[src/rtl/sha1_core.sv]
// Iterative SHA-1 compression core: one 512-bit block per start, RoundsPerCycle
// rounds per clock, with the 160-bit hash state chained across blocks.
module sha1_core #(
  parameter int RoundsPerCycle = 1
) (
  input  logic         clk_i,
  input  logic         rst_ni,
  input  logic         enable_hash_i,
  input  logic         reset_hash_i,
  input  logic [511:0] block_i,
  output logic         hold_o,
  output logic         idle_o,
  output logic [159:0] digest_o,
  output logic         digest_valid_o,
  input  logic         digest_ack_i
);

  localparam int R = RoundsPerCycle;
  localparam logic [6:0]   RStep = 7'(R);
  localparam logic [159:0] IV    = 160'h67452301_efcdab89_98badcfe_10325476_c3d2e1f0;

  if (!(R == 1 || R == 2 || R == 4 || R == 5 || R == 8 || R == 10 || R == 16 || R == 20))
  begin : g_bad_rounds_per_cycle
    $error("sha1_core: RoundsPerCycle must be one of 1,2,4,5,8,10,16,20");
  end

  typedef enum logic [1:0] {IDLE, ROUNDS, DONE} state_e;

  state_e      state_q;
  logic [6:0]  t_q;
  logic [31:0] a_q, b_q, c_q, d_q, e_q;
  logic [31:0] w_q [16];
  logic [159:0] h_q;
  logic        hold_q, idle_q, valid_q;

  logic [31:0] a_d, b_d, c_d, d_d, e_d;
  logic [31:0] w_d [16];
  logic        last_d;

  function automatic logic [31:0] f_fn(input logic [6:0] t, input logic [31:0] b,
                                       input logic [31:0] c, input logic [31:0] d);
    if (t < 7'd20)      return (b & c) | (~b & d);
    else if (t < 7'd40) return b ^ c ^ d;
    else if (t < 7'd60) return (b & c) | (b & d) | (c & d);
    else                return b ^ c ^ d;
  endfunction

  function automatic logic [31:0] k_fn(input logic [6:0] t);
    if (t < 7'd20)      return 32'h5a827999;
    else if (t < 7'd40) return 32'h6ed9eba1;
    else if (t < 7'd60) return 32'h8f1bbcdc;
    else                return 32'hca62c1d6;
  endfunction

  // ext[i] holds W[t+i]; the message schedule recurrence is valid for every
  // extension index, so the window needs no special case for t < 16.
  always_comb begin : round_logic
    logic [31:0] ext [16+R];
    logic [31:0] a, b, c, d, e, tmp, wx;
    logic [6:0]  idx;
    tmp = '0;
    wx  = '0;
    idx = '0;
    for (int i = 0; i < 16; i++) ext[i] = w_q[i];
    for (int i = 16; i < 16 + R; i++) begin
      wx     = ext[i-3] ^ ext[i-8] ^ ext[i-14] ^ ext[i-16];
      ext[i] = {wx[30:0], wx[31]};
    end
    a = a_q;
    b = b_q;
    c = c_q;
    d = d_q;
    e = e_q;
    for (int j = 0; j < R; j++) begin
      idx = t_q + 7'(j);
      tmp = {a[26:0], a[31:27]} + f_fn(idx, b, c, d) + e + k_fn(idx) + ext[j];
      e   = d;
      d   = c;
      c   = {b[1:0], b[31:2]};
      b   = a;
      a   = tmp;
    end
    a_d = a;
    b_d = b;
    c_d = c;
    d_d = d;
    e_d = e;
    for (int i = 0; i < 16; i++) w_d[i] = ext[i+R];
    last_d = (t_q + RStep == 7'd80);
  end

  always_ff @(posedge clk_i or negedge rst_ni) begin
    if (!rst_ni) begin
      state_q <= IDLE;
      t_q     <= '0;
      a_q     <= '0;
      b_q     <= '0;
      c_q     <= '0;
      d_q     <= '0;
      e_q     <= '0;
      for (int i = 0; i < 16; i++) w_q[i] <= '0;
      h_q     <= IV;
      hold_q  <= 1'b0;
      idle_q  <= 1'b1;
      valid_q <= 1'b0;
    end else if (reset_hash_i) begin
      h_q     <= IV;
      valid_q <= 1'b0;
      if (state_q == IDLE && enable_hash_i) begin
        for (int i = 0; i < 16; i++) w_q[i] <= block_i[511-32*i -: 32];
        {a_q, b_q, c_q, d_q, e_q} <= IV;
        t_q     <= '0;
        state_q <= ROUNDS;
        hold_q  <= 1'b1;
        idle_q  <= 1'b0;
      end else begin
        state_q <= IDLE;
        hold_q  <= 1'b0;
        idle_q  <= 1'b1;
      end
    end else begin
      case (state_q)
        IDLE: begin
          if (enable_hash_i) begin
            for (int i = 0; i < 16; i++) w_q[i] <= block_i[511-32*i -: 32];
            {a_q, b_q, c_q, d_q, e_q} <= h_q;
            t_q     <= '0;
            state_q <= ROUNDS;
            hold_q  <= 1'b1;
            idle_q  <= 1'b0;
          end
        end
        ROUNDS: begin
          a_q <= a_d;
          b_q <= b_d;
          c_q <= c_d;
          d_q <= d_d;
          e_q <= e_d;
          for (int i = 0; i < 16; i++) w_q[i] <= w_d[i];
          t_q <= t_q + RStep;
          if (last_d) begin
            h_q <= {h_q[159:128] + a_d, h_q[127:96] + b_d, h_q[95:64] + c_d,
                    h_q[63:32] + d_d, h_q[31:0] + e_d};
            valid_q <= 1'b1;
            state_q <= DONE;
            hold_q  <= 1'b0;
          end
        end
        DONE: begin
          if (digest_ack_i) begin
            valid_q <= 1'b0;
            state_q <= IDLE;
            idle_q  <= 1'b1;
          end
        end
        default: begin
          state_q <= IDLE;
          hold_q  <= 1'b0;
          idle_q  <= 1'b1;
        end
      endcase
    end
  end

  assign hold_o         = hold_q;
  assign idle_o         = idle_q;
  assign digest_o       = h_q;
  assign digest_valid_o = valid_q;

endmodule
[config.mk]
export PLATFORM = sky130hd
export DESIGN_NAME = sha1_core
export DESIGN_NICKNAME = d
export VERILOG_FILES = /design/src/rtl/sha1_core.sv
export SDC_FILE = /design/constraint.sdc
export NUM_CORES = 2
export LEC_CHECK = 0
export BUFFER_PORTS_ARGS = -buffer_cell sky130_fd_sc_hd__buf_2
export CORE_MARGIN = 5
export CORE_UTILIZATION = 30
export CTS_BUF_LIST = sky130_fd_sc_hd__clkbuf_4 sky130_fd_sc_hd__clkbuf_8 sky130_fd_sc_hd__clkbuf_16
export CTS_CLUSTER_DIAMETER = 40
export CTS_CLUSTER_SIZE = 28
export DETAILED_ROUTE_END_ITERATION = 6
export PLACE_DENSITY = 0.59
export SYNTH_ARGS = -nofsm -noshare
export SYNTH_HDL_FRONTEND = slang
export SYNTH_SLANG_ARGS = --single-unit
[constraint.sdc]
create_clock -name clk_i -period 22.3 [get_ports clk_i]
set_clock_uncertainty 0.05 [all_clocks]
set_input_delay 6.69 -clock clk_i [delete_from_list [all_inputs] [get_ports clk_i]]
set_output_delay 6.69 -clock clk_i [all_outputs]
set_load 0.005 [all_outputs]
Word level (Yosys, flattened, before mapping)
Index checks and enable logic that the tools add are counted.
{"block": "word_totals", "register_bits": 844, "elab_cells": 131, "out_inout_bits": 163}
{"block": "classes", "n_eq_ne": 9, "n_mux": 57, "n_reduce_logical": 12, "n_bitwise": 13, "add_sub_neg": 10, "n_lt_le_gt_ge": 3}
{"operator": "512-bit 2-to-1 mux", "count": 3}
{"operator": "512-bit one-hot mux with 2 select lines", "count": 1}
{"operator": "32-bit 2-to-1 mux", "count": 20}
{"operator": "160-bit 2-to-1 mux", "count": 3}
{"operator": "32-bit one-hot mux with 2 select lines", "count": 5}
{"operator": "32-bit adder", "count": 9}
{"operator": "32-bit bitwise XOR", "count": 5}
{"operator": "32-bit AND", "count": 4}
{"operator": "32-bit bitwise OR", "count": 3}
{"operator": "32-bit inverter", "count": 1}
{"operator": "31-bit 2-to-1 mux", "count": 1}
{"operator": "7-bit 2-to-1 mux", "count": 3}
{"operator": "3-bit AND reduction", "count": 5}
{"operator": "7-bit by 6-bit less-than comparator with 1-bit output (second input constant)", "count": 2}
{"operator": "7-bit one-hot mux with 2 select lines", "count": 1}
{"operator": "1-bit 2-to-1 mux", "count": 12}
{"operator": "3-bit != test (second input constant)", "count": 3}
{"operator": "2-bit 2-to-1 mux", "count": 4}
{"operator": "7-bit by 1-bit adder with 7-bit output (second input constant)", "count": 1}
{"operator": "7-bit == test (second input constant)", "count": 1}
{"operator": "7-bit by 5-bit less-than comparator with 1-bit output (second input constant)", "count": 1}
{"operator": "1-bit one-hot mux with 3 select lines", "count": 2}
{"operator": "2-bit one-hot mux with 3 select lines", "count": 1}
{"operator": "3-bit nonzero test", "count": 2}
{"operator": "9 further kinds", "count": 11}

Longest topological paths before layout
{"block": "depth", "ltp_word": 14, "depth_mapped": 34, "mapped_depth_nobuf": 33}

Worst setup path after synthesis
No wires, ideal clock.
{"block": "synth_timing", "kind": "input-to-reg", "startpoint": "input reset_hash_i", "endpoint": "register a_q[1]", "slack_ns": 13.892, "arrival_time_ns": 8.212, "stages": 8, "setup_ns": 0.146, "cell_sequence": "clkbuf_1 inv_2 nand2_1 nand2_1 clkbuf_1 clkbuf_1 clkbuf_1 o221ai_1"}
{"block": "synth_between", "elab_chain_len": 2}
{"item": "start, declared", "line_no": "9", "rtl": "input logic reset_hash_i,"}
{"item": "3-bit != test (no line) (tied with other cells)"}
{"item": "3-bit AND reduction (no line)"}
{"item": "end signal, assigned", "line_no": "126", "rtl": "{a_q, b_q, c_q, d_q, e_q} <= h_q;"}
{"item": "end, declared", "line_no": "31", "rtl": "logic [31:0] a_q, b_q, c_q, d_q, e_q;"}
Several ways; a longest one is shown, not always the timed one.
A chain may end at the register's enable or synchronous reset.

Worst setup path in the final report
{"block": "layout_timing", "startpoint": "input reset_hash_i", "endpoint": "register w_q (netlist bit round_logic.ext[350])"}
{"block": "layout_between", "elab_chain_len": 2}
{"item": "3-bit != test (no line) (tied with other cells)"}
{"item": "3-bit AND reduction (no line)"}
{"item": "end, declared", "line_no": "32", "rtl": "logic [31:0] w_q [16];"}
Several ways; a longest one is shown, not always the timed one.

==> results.json <==
{
  "io_buf_count": 679,
  "synth_top_cells_by_count": "sky130_fd_sc_hd__nand2_1 (1,275), sky130_fd_sc_hd__nor2_1 (775), sky130_fd_sc_hd__dfrtp_1 (763)",
  "post-synth-top-count-cell": "sky130_fd_sc_hd__nand2_1",
  "router_iterations_before_antenna_repair": 7,
  "synth.area.top_cells": "sky130_fd_sc_hd__dfrtp_1 (38%), sky130_fd_sc_hd__nand2_1 (9.6%), sky130_fd_sc_hd__a31oi_1 (6.4%), sky130_fd_sc_hd__nor2_1 (5.8%), sky130_fd_sc_hd__ha_1 (5.3%)",
  "critPathSlowestCell": "sky130_fd_sc_hd__nand2_4",
  "cts_repair_resize_count": 0,
  "synth.distinct_cells": 78,
  "yosysTopAreaCell": "sky130_fd_sc_hd__dfrtp_1",
  "r2r_start": "t_q[3]",
  "dp_hpwl_mm": 163,
  "maxSlewViolCount": 0,
  "post-layout-total-power_w": 0.0126,
  "grt_first_pass_wirelength_mm": 310,
  "critical_path.startpoint": "reset_hash_i",
  "synth_enable_flop_cells": 0,
  "global_route.usage.total_pct": 24.0,
  "critical_path_startpoint_category": "input pin",
  "drt_drc_violations_left": 1,
  "timing.setup.tns_ns": 0,
  "worst_case_setup_slack_after_placement_ns": 10.73,
  "drive_above_1_share_pct": 17.7,
  "yosys_most_used_dff": "sky130_fd_sc_hd__dfrtp_1",
  "irDropWorstVdd_mv": 0.316,
  "timing.critical_path.required_ns": 22.96,
  "htreeDepth": 4,
  "status": "finished, violations left",
  "unrepaired_setup_endpoints_after_global_routing": "false",
  "yosys_register_bits": 844,
  "placement_rows": 149,
  "antenna_violating_nets_left": 0,
  "die_area_sq_um": 174000,
  "cpPeakStageDelay_ns": 0.88,
  "num-nets-final": 7220,
  "syn2layout_area_growth_pct": 22.6,
  "grt_pass1_vias": 45300,
  "design.portCount": 680,
  "antenna_found_initial": 19,
  "cts-root-to-sink-buffers": 3,
  "pin_count_of_the_biggest_net_entering_global_routing": 270,
  "yosysSeqAreaShare_pct": 42.7,
  "initial_core_util_pct": 30.2,
  "fmaxAchievable_mhz": 92.0,
  "timing.max_cap.violations": 0,
  "ys.warnings.count": 0,
  "timing.critical_path.arrival_ns": 11.53,
  "post_synth.cell_area_avg_sq_um": 8.53,
  "netlist_area_sq_um": 49800,
  "drt-total-wl_mm": 216,
  "worst_hold_path_type": "reg2reg",
  "final_critical_path_setup_slack_ns": 11.43,
  "path_clk_slew_ns": 0.05,
  "worstSetupPathType": "in2reg",
  "iteration_0_drc_markers": 4538,
  "cts_made_buffers": 163,
  "postSynthNetCount": 6685,
  "critical_path_sink_type": "flip-flop",
  "min_period_over_period_pct": 48.8,
  "post_drt_wl_per_cell_um": 24.8,
  "leakagePower_nw": 27.6,
  "place.gp.congestion": 0.932,
  "critPathMaxFanout": 269,
  "holdCritStartpoint": "round_logic.ext[48]",
  "routed-via-count": 46000,
  "ctsHoldBuffers": 0,
  "cts_setup_buffers": 0,
  "path_cells": "buf_4 -> clkinv_2 -> nand2_4 -> nand2_4 -> buf_4 -> buf_12 -> buf_12 -> nor2_1 -> a31oi_1",
  "cts_num_sinks": 844,
  "clock_latency_ns": 0.81,
  "period_needed_ns": 10.87,
  "synthesis.instances": 5831,
  "routed_via_density": 5.28,
  "cts_tree": "built",
  "gr-total-overflow": 0,
  "worst_margin_pin_slew_ns": 1.32,
  "max_slew_margin_pct": 12.2,
  "synthDominantCellAreaShare_pct": 38.4,
  "fp.dieH_um": 417,
  "floorplan.die.width_um": 417,
  "hold_viol_final": 0,
  "async_flop_share_pct": 100,
  "power_per_cell_area_nw_per_um2": 206,
  "root_buffer": "sky130_fd_sc_hd__clkbuf_16",
  "core_area_sq_um": 165000,
  "finalSetupViolCount": 0,
  "failing_checks": "design-rule violations"
}
stage by stage:
step / hold WS [ns] / area (sq um) / utilization, % / cells
6_report: 0.454 / 61000 / 37.0 / 8701
3_5_place_dp: 0.450 / 55100 / 33.4 / 8390
4_1_cts: 0.454 / 61000 / 37.0 / 8693
3_3_place_gp: 0.442 / 55100 / 33.4 / 8390
5_1_grt: 0.480 / 61000 / 37.0 / 8697
2_1_floorplan: 0.423 / 49800 / - / 5831
routing by layer:
layer  part of all wire (%)  track usage [%]  vias to the layer above  routed length, um
li1                       -                -                    21200                  -
met3                    5.8             3.97                      401              12600
met2                     50             41.9                     1791             107000
met5                  0.031                0                        -                 67
met1                     39             29.1                    22600              84600
met4                    5.2             11.0                       10              11300
state kept, by name (all words and copies together) (netlist names):
name and cells:
round_logic.ext 512, digest_o 160, a_q 32, b_q 32, c_q 32, d_q 32, e_q 32, t_q 7
state_q 2, digest_valid_o 1, hold_o 1, idle_o 1
worst paths after layout:
kind / end / slack [ns] / depth (start not counted)
worst max-delay path: round_logic.ext[350] / 11.43 / 9
worst min-delay path: round_logic.ext[48] / 0.45 / 2
worst max register to register: digest_o[159] / 13.70 / 34
worst min register to register: round_logic.ext[48] / 0.45 / 2
max in group asynchronous: round_logic.ext[435] / 13.10 / 4
min in group asynchronous: a_q[26] / 5.90 / 1
cells by family after synthesis:
kind of cell / after synthesis / share of synthesized area [%]
AO/OA/AOI/OAI: 1381 / 18.0
buffers and inverters: 555 / 4.19
AND/OR/NAND/NOR: 2447 / 20.1
XOR/XNOR: 249 / 4.38
adder cells (fa/ha/maj): 337 / 10.4
multiplexers: 18 / 0.372
flip-flops: 844 / 42.7
final cells by class:
cell class                 count  area (sq um)
clock inverter               107          1430
multi-input combinational   4432         26500
fill                       17000        104000
tap                         2189          2740
inverter                     191           718
sequential                   844         21200
clock buffer                 196          4460
timing repair buffer         734          3900
antenna                        8          20.0
report_power, final:
part	switching [W]	leakage, nW	internal, W	total [W]
logic	0.00449	15.1	0.00305	0.00755
registers	0.000490	9.68	0.00189	0.00238
clock network	0.000945	2.84	0.00168	0.00263
total	0.00593	27.6	0.00663	0.0126
worst max-delay path: cells and delay by family:
| kind | cells | cell delay (ns) |
|---|---|---|
| AND/OR/NAND/NOR | 3 | 1.52 |
| AO/OA/AOI/OAI | 1 | 0.20 |
| buffers and inverters | 5 | 2.69 |
placed cells by master (no fill, tap or decap), types with 45 or more instances in the layout:
cell type / instances
sky130_fd_sc_hd__a21o_1: 87
sky130_fd_sc_hd__a21oi_1: 267
sky130_fd_sc_hd__a221o_1: 58
sky130_fd_sc_hd__a31oi_1: 510
sky130_fd_sc_hd__and3_1: 65
sky130_fd_sc_hd__buf_2: 677
sky130_fd_sc_hd__buf_4: 50
sky130_fd_sc_hd__clkbuf_16: 166
sky130_fd_sc_hd__dfrtp_1: 763
sky130_fd_sc_hd__dfstp_2: 81
sky130_fd_sc_hd__fa_1: 125
sky130_fd_sc_hd__ha_1: 212
sky130_fd_sc_hd__inv_1: 186
sky130_fd_sc_hd__nand2_1: 1271
sky130_fd_sc_hd__nand3_1: 52
sky130_fd_sc_hd__nor2_1: 771
sky130_fd_sc_hd__nor3_1: 138
sky130_fd_sc_hd__o211ai_1: 64
sky130_fd_sc_hd__o21ai_0: 114
sky130_fd_sc_hd__o21ai_1: 45
sky130_fd_sc_hd__xnor2_1: 175
sky130_fd_sc_hd__xor2_1: 74
Note: power is estimated with default switching activity, not from simulation.
